--- src/rtl/regfile_pkg.sv ---
// Shared constants and types for the multi-port register file.
// The typedefs describe the default 32 x 32-bit configuration.
package regfile_pkg;

   localparam int REGFILE_DATA_W = 32;
   localparam int REGFILE_DEPTH  = 32;

   typedef logic [4:0]  reg_addr_t;
   typedef logic [31:0] reg_data_t;

endpackage : regfile_pkg

--- src/rtl/regfile_rdport.sv ---
// One combinational read port of the register file.
// Selects, in priority order: the hardwired zero register, same-cycle writeback data, or the stored value.
module regfile_rdport
   import regfile_pkg::*;
#(
   parameter int DATA_W   = REGFILE_DATA_W,
   parameter int DEPTH    = REGFILE_DEPTH,
   parameter int ADDR_W   = $clog2(REGFILE_DEPTH),
   parameter bit ZERO_REG = 1'b1
)(
   input  logic [ADDR_W-1:0]             rs_addr_i,
   input  logic                          rd_wren_i,
   input  logic [ADDR_W-1:0]             rd_addr_i,
   input  logic [DATA_W-1:0]             rd_data_i,
   input  logic [DEPTH-1:0][DATA_W-1:0]  mem_i,
   input  logic [DEPTH-1:0]              busy_i,
   output logic [DATA_W-1:0]             rs_data_o,
   output logic                          rs_busy_o
);

   logic is_zero;
   logic bypass_hit;

   assign is_zero    = ZERO_REG && (rs_addr_i == '0);
   assign bypass_hit = rd_wren_i && (rd_addr_i == rs_addr_i);

   // A bypassed writeback also resolves the hazard, so busy is masked on a bypass hit.
   always_comb begin
      rs_data_o = '0;
      rs_busy_o = 1'b0;
      if (is_zero) begin
         rs_data_o = '0;
         rs_busy_o = 1'b0;
      end else if (bypass_hit) begin
         rs_data_o = rd_data_i;
         rs_busy_o = 1'b0;
      end else begin
         rs_data_o = mem_i[rs_addr_i];
         rs_busy_o = busy_i[rs_addr_i];
      end
   end

endmodule : regfile_rdport

--- src/rtl/regfile_mp.sv ---
// Parametrised multi-read-port register file with write-to-read bypass.
// Also keeps a per-register busy scoreboard so decode can detect RAW hazards.
module regfile_mp
   import regfile_pkg::*;
#(
   parameter int   DATA_W   = REGFILE_DATA_W,
   parameter int   DEPTH    = REGFILE_DEPTH,
   parameter int   NUM_RD   = 2,
   parameter bit   ZERO_REG = 1'b1,
   localparam int  ADDR_W   = $clog2(DEPTH)
)(
   input  logic                       clk_i,
   input  logic                       rst_ni,
   input  logic                       rd_wren_i,
   input  logic [ADDR_W-1:0]          rd_addr_i,
   input  logic [DATA_W-1:0]          rd_data_i,
   input  logic [NUM_RD*ADDR_W-1:0]   rs_addr_i,
   output logic [NUM_RD*DATA_W-1:0]   rs_data_o,
   output logic [NUM_RD-1:0]          rs_busy_o,
   input  logic                       issue_valid_i,
   input  logic [ADDR_W-1:0]          issue_rd_i,
   output logic [DEPTH-1:0]           busy_vec_o
);

   logic [DEPTH-1:0][DATA_W-1:0] mem_q, mem_d;
   logic [DEPTH-1:0]             busy_q, busy_d;

   // Next-state for storage: writes to the hardwired zero register are dropped.
   always_comb begin
      mem_d = mem_q;
      if (rd_wren_i && !(ZERO_REG && (rd_addr_i == '0))) begin
         mem_d[rd_addr_i] = rd_data_i;
      end else begin
         mem_d = mem_q;
      end
   end

   // Scoreboard next-state: a new issue to the same register outranks its completing writeback.
   always_comb begin
      busy_d = busy_q;
      for (int a = 0; a < DEPTH; a++) begin
         if (ZERO_REG && (a == 0)) begin
            busy_d[a] = 1'b0;
         end else if (issue_valid_i && (issue_rd_i == ADDR_W'(a))) begin
            busy_d[a] = 1'b1;
         end else if (rd_wren_i && (rd_addr_i == ADDR_W'(a))) begin
            busy_d[a] = 1'b0;
         end else begin
            busy_d[a] = busy_q[a];
         end
      end
   end

   // State registers; reset clears data and scoreboard asynchronously.
   always_ff @(posedge clk_i or negedge rst_ni) begin
      if (!rst_ni) begin
         mem_q  <= '0;
         busy_q <= '0;
      end else begin
         mem_q  <= mem_d;
         busy_q <= busy_d;
      end
   end

   assign busy_vec_o = busy_q;

   for (genvar k = 0; k < NUM_RD; k++) begin : g_rd
      regfile_rdport #(
         .DATA_W   (DATA_W),
         .DEPTH    (DEPTH),
         .ADDR_W   (ADDR_W),
         .ZERO_REG (ZERO_REG)
      ) u_rdport (
         .rs_addr_i (rs_addr_i[k*ADDR_W +: ADDR_W]),
         .rd_wren_i (rd_wren_i),
         .rd_addr_i (rd_addr_i),
         .rd_data_i (rd_data_i),
         .mem_i     (mem_q),
         .busy_i    (busy_q),
         .rs_data_o (rs_data_o[k*DATA_W +: DATA_W]),
         .rs_busy_o (rs_busy_o[k])
      );
   end

endmodule : regfile_mp

--- config.mk ---
export PLATFORM = sky130hd
export DESIGN_NAME = regfile_mp
export DESIGN_NICKNAME = d
export VERILOG_FILES = /design/src/rtl/regfile_pkg.sv /design/src/rtl/regfile_rdport.sv /design/src/rtl/regfile_mp.sv
export SDC_FILE = /design/constraint.sdc
export NUM_CORES = 2
export LEC_CHECK = 0
export CORE_MARGIN = 8
export CORE_UTILIZATION = 40
export CTS_BUF_LIST = sky130_fd_sc_hd__clkbuf_16
export CTS_CLUSTER_SIZE = 16
export DETAILED_ROUTE_END_ITERATION = 8
export PLACE_DENSITY = 0.59
export SYNTH_ARGS = -nofsm -noshare
export SYNTH_HDL_FRONTEND = slang
export SYNTH_SLANG_ARGS = --single-unit
--- constraint.sdc ---
create_clock -name clk_i -period 8.3 [get_ports clk_i]
set_input_delay 1.66 -clock clk_i [delete_from_list [all_inputs] [get_ports clk_i]]
set_output_delay 1.66 -clock clk_i [all_outputs]
set_load 0.01 [all_outputs]
# After elaboration in Yosys (flattened, before gate mapping)
# Cells that the tools add are included.
[word_totals]
regBits = 1055
latch_bits = 0
ramBits = 0
romBits = 0
output_inout_bits = 98
word_cells = 313
n_memories = 0
[op_classes]
add_sub_neg = 0
multipliers = 0
div = 0
magnitude_cmp = 4
eq_ne = 64
n_shift = 0
mux = 81
n_bitwise = 0
reduce_logical = 101
[op_table]
columns = ["operator", "n"]
rows = [
  ["1024-bit bitwise mux", 1],
  ["32-bit binary-select mux with 5-bit select", 2],
  ["32-bit 2-to-1 mux", 7],
  ["32-bit demux with 5-bit select", 1],
  ["5-bit equality test, second input constant", 32],
  ["5-bit by 4-bit equality test with 1-bit output, second input constant", 16],
  ["1-bit 2-to-1 mux", 68],
  ["1-bit logical AND", 66],
  ["2-bit nonzero test", 31],
  ["5-bit by 3-bit equality test with 1-bit output, second input constant", 8],
  ["5-bit by 2-bit equality test with 1-bit output, second input constant", 4],
  ["5-bit by 6-bit less-than comparator with 1-bit output, second input constant", 3],
  ["5-bit logical NOT", 3],
  ["1-bit binary-select mux with 5-bit select", 2],
  ["5-bit by 1-bit equality test with 1-bit output, second input constant", 2],
  ["5-bit equality test", 2],
  ["5-bit by 1-bit greater-or-equal comparator with 1-bit output, second input constant", 1],
  ["1-bit logical NOT", 1],
]

# Logic depth before layout (Yosys ltp)
[logic_depth]
ltp_word = 5
ltp_mapped = 9
mapped_depth_nobuf = 5

# Modules after synthesis
# From an unflattened synthesis, not the netlist that was laid out.
[hier_totals]
cells_unflattened = 3990
hier_area_um2 = 57295.0
[modules_own_cells]
columns = ["mod", "n_inst", "cells_each", "area_per_inst_um2"]
rows = [
  ["regfile_mp", 1, 2390, 39305.2],
  ["regfile_rdport", 2, 800, 8994.9],
]

# Worst setup path before layout
# No wires, ideal clock.
[synth_timing]
path_kind = "in2out"
startpoint = "input rs_addr_i[5]"
endpoint = "output rs_data_o[63]"
t_arrival_ps = 3428
t_required_ps = 6640
slack_ps = 3212
stages = 8
path_cell_list = "buf_2 -> buf_6 -> buf_6 -> buf_2 -> mux4_2 -> mux2_2 -> o211ai_1 -> nand2_1"
[synth_between]
elab_chain_len = 4
elab_cells_between_ends = 7
classes_between = "eq/ne: 1; mux: 4; reduce/logical: 2"
[synth_lines]
columns = ["item", "line_no", "source"]
rows = [
  ["from (decl)", "regfile_mp.sv:17", "input logic [NUM_RD*ADDR_W-1:0] rs_addr_i,"],
  ["32-bit binary-select mux with 5-bit select or 5-bit equality test (tied branches)", "regfile_rdport.sv:38, regfile_rdport.sv:25", ""],
  ["32-bit 2-to-1 mux (not written as such) or 1-bit logical AND (tied branches)", "regfile_rdport.sv:38, regfile_rdport.sv:25", ""],
  ["32-bit 2-to-1 mux", "regfile_rdport.sv:34", "end else if (bypass_hit) begin"],
  ["32-bit 2-to-1 mux (*)", "regfile_rdport.sv:31", "if (is_zero) begin"],
  ["to (decl)", "regfile_mp.sv:18", "output logic [NUM_RD*DATA_W-1:0] rs_data_o,"],
]
# Mark *: on every way between the ends. The rest lies on a longest branch, timed or not. The select of a mux whose other input is x is not followed.

# Worst setup path after layout
[layout_timing]
startpoint = "input rd_addr_i[2]"
endpoint = "output rs_data_o[17]"
[layout_between]
elab_chain_len = 4
[layout_lines]
columns = ["item", "line_no", "source"]
rows = [
  ["from (decl)", "regfile_mp.sv:15", "input logic [ADDR_W-1:0] rd_addr_i,"],
  ["5-bit equality test", "regfile_rdport.sv:25", "assign bypass_hit = rd_wren_i && (rd_addr_i == rs_addr_i);"],
  ["1-bit logical AND", "regfile_rdport.sv:25", ""],
  ["32-bit 2-to-1 mux", "regfile_rdport.sv:34", ""],
  ["32-bit 2-to-1 mux", "regfile_rdport.sv:31", ""],
]
# Every way passes these cells.

==> reports/qor.yml <==
status:
  status: "completed"
floorplan:
  die_area_um2: 154000
  initial_utilization_pct: 40.2
  ioPinCount: 154
  die_h_um: 392
  dieWidth_um: 392
  coreArea_um2: 141000
  rows: 138
route:
  drtPass1Iterations: 6
  ant_nets: 0
  drt-initial-drc-count: 3308
  vias: 36100
  drc_errors: 0
  routed_via_density: 6.33
  wl_per_cell_um: 33.3
  wl_um: 190000
layout:
  layout.nets: 3768
  drive_above_1_share_pct: 50.7
  instances_no_fill: 5700
  syn_to_final_growth_pct: 12.4
power_and_ir_drop:
  clkPwrFrac_pct: 33.4
  switching_share_pct: 28.0
  peakVddDrop_v: 0.000162
  power_switching_w: 0.00434
  p_leak_nw: 27.0
  pwr-share-comb_pct: 22.3
  p_int_w: 0.0112
  p_seq_share_pct: 44.3
  power.density_cell_area_nw_per_um2: 243
timing:
  slew_viol_final: 0
  worst_pin_slew_ns: 1.28
  fin_crit_sh_pct: 85.5
  setup_viol: 0
  fmax_mhz: 141
  min_period_ns: 7.10
  slew_headroom_pct: 14.4
  rsz0062_at_grt: "false"
  finalClockSkew_ns: 0
  setup_tns_ns: 0
  hold_viol: 0
worst_hold_path:
  min-delay-start: "mem_q[7]"
  hold_class: "reg -> reg"
critical_path:
  slowest_stage: "nor4_1"
  start_kind: "primary input"
  crit_start: "rd_addr_i[2]"
  arrival_ns: 5.44
  cp_slowest_stage_delay_ns: 0.80
  cp.required_ns: 6.64
  path_class: "in -> out"
  cpMostUsedCell: "clkdlybuf4s50_1"
  crit_path_end_kind: "output pin"
  critPathTopFamily: "buffers and inverters"
  r2r-start: "busy_vec_o[1]"
  worstPathMaxFanout: 28
  crit_chain: "clkdlybuf4s50_1, xor2_1, nor4_1, and3_2, buf_4, nor3_1, nor2_1, clkdlybuf4s50_1"
  crit_buf_inv: 3
synthesis:
  synth_edf_count: 0
  syn_nets: 3817
  synth_area_leaders: "dfrtp_1, mux4_2, mux2_2, clkbuf_1, mux2i_1"
  yosys_most_used_dff: "dfrtp_1"
  avgSynthCellArea_um2: 15.1
  synth_most_common_cell: "mux2_2"
  synth_top_family_by_area: "multiplexers"
  yosys.area.top_type: "dfrtp_1"
  synth_top_area_share_pct: 46.6
  syn-cell-area_um2: 56700
  yosys-top-cells-count: "mux2_2, dfrtp_1, mux4_2"
  synthAdderAreaFrac_pct: 0
  synthCells: 3761
  synth_simple_gate_area_share_pct: 2.39
  synth_compound_area_share_pct: 3.35
  yosysSeqAreaShare_pct: 46.6
  async_reset_ff_share_pct: 100
  synth-seq-cells: 1055
  synthMuxAreaShare_pct: 44.0
  yosysWarnings: 0
  synth_xor_area_share_pct: 0.139
  yosys.cell_types.count: 52
place:
  io_buffer_count: 152
  dp_hpwl_um: 107000
  gp_congestion: 0.817
  dp.cells: 5486
grt:
  antenna_found_initial: 4
  grt_pass1_wl_um: 277000
  grt.total_usage_pct: 24.5
  grt-ovfl-total: 0
  grt_max_degree: 141
  grt_pass1_vias: 37200
flow_run:
  cap_viol_max_count: 0
clocking:
  clockBufferDepth: 3
  cts_setup_buffers: 0
  ctsHoldBuffers: 0
  cts_buffers: 114
  htreeDepth: 3
  clock_latency_ns: 0.72
  root_buffer: "clkbuf_16"
  cts-resized-gates: 0
  clk_pin_slew_ns: 0.06
  cts_tree: "built"
  cts_sinks: 1055
cell usage in the layout (no fill, tap or decap), drive strengths merged, types with 5 or more instances in the layout:
master	instances
nor2b	15
o21ai	50
o32ai	5
mux2i	68
a211oi	7
o221ai	23
a22oi	34
inv	24
o211ai	33
bufinv	13
dfrtp	1055
clkinv	62
mux4	538
nand2b	10
nand3	30
o22ai	34
mux2	1078
nor3	27
clkbuf	119
nor4	15
nand2	96
or2	5
a21oi	22
buf	128
xnor2	5
nor2	87
clkdlybuf4s50	142
a22o	40
flip-flops by register name (all words and copies together), names as in the netlist:
name,count
busy_vec_o,31
mem_q,1024
power by group through the flow:
stage / clock network [W] / registers, W / logic, W
after floorplan: 0 / 0.00668 / 0.00244
after CTS: 0.00526 / 0.00684 / 0.00347
after global routing: 0.00547 / 0.00700 / 0.00368
after global placement: 0 / 0.00689 / 0.00342
after detailed placement: 0 / 0.00693 / 0.00346
final: 0.00517 / 0.00686 / 0.00346
cell type report:
cell class                 count  area, um2
sequential                  1055      26400
inverter                      10       37.5
fill                       12500      77300
clock inverter                92        737
multi-input combinational   2261      28500
clock buffer                 119       2980
timing repair buffer         270       2680
tap                         1890       2360
antenna                        3       7.51
path summary, 6_finish.rpt:
path                       slack [ns]  cells past startpoint            end
max in group asynchronous        5.50                      3     mem_q[129]
max                              1.20                      8  rs_data_o[17]
max reg2reg                      7.40                      1  busy_vec_o[1]
min reg2reg                      0.39                      0       mem_q[7]
min                              0.39                      0       mem_q[7]
min in group asynchronous        1.01                      1     mem_q[536]
per-stage QoR:
step | hold WS, ns | setup WS (ns) | total power (W) | cell area (um2) | util [%]
floorplan | 0.441 | 3.21 | 0.00912 | 56700 | -
global placement | 0.376 | 1.32 | 0.0103 | 60000 | 42.5
detailed placement | 0.382 | 1.30 | 0.0104 | 60000 | 42.5
CTS | 0.398 | 1.30 | 0.0156 | 63700 | 45.2
global route | 0.406 | 1.18 | 0.0161 | 63700 | 45.2
finish | 0.393 | 1.20 | 0.0155 | 63700 | 45.2
cell families (layout without fill, tap and decap cells):
logic type | after synthesis | after routing
xor gates and xnor gates | 9 | 9
other | 1 | 4
DFF | 1055 | 1055
muxes | 1684 | 1684
and+or+nand+nor | 299 | 299
buffers and inverters | 445 | 491
AOI/OAI and AO/OA | 268 | 268
routing by layer:
layer	vias to the layer above	wire, um	track usage [%]
met5	-	25	0
met4	4	5880	7.50
met2	1457	82500	35.7
met1	19900	85900	36.8
met3	309	15400	5.32
li1	14400	-	-
Note: power is estimated with default switching activity, not from simulation.
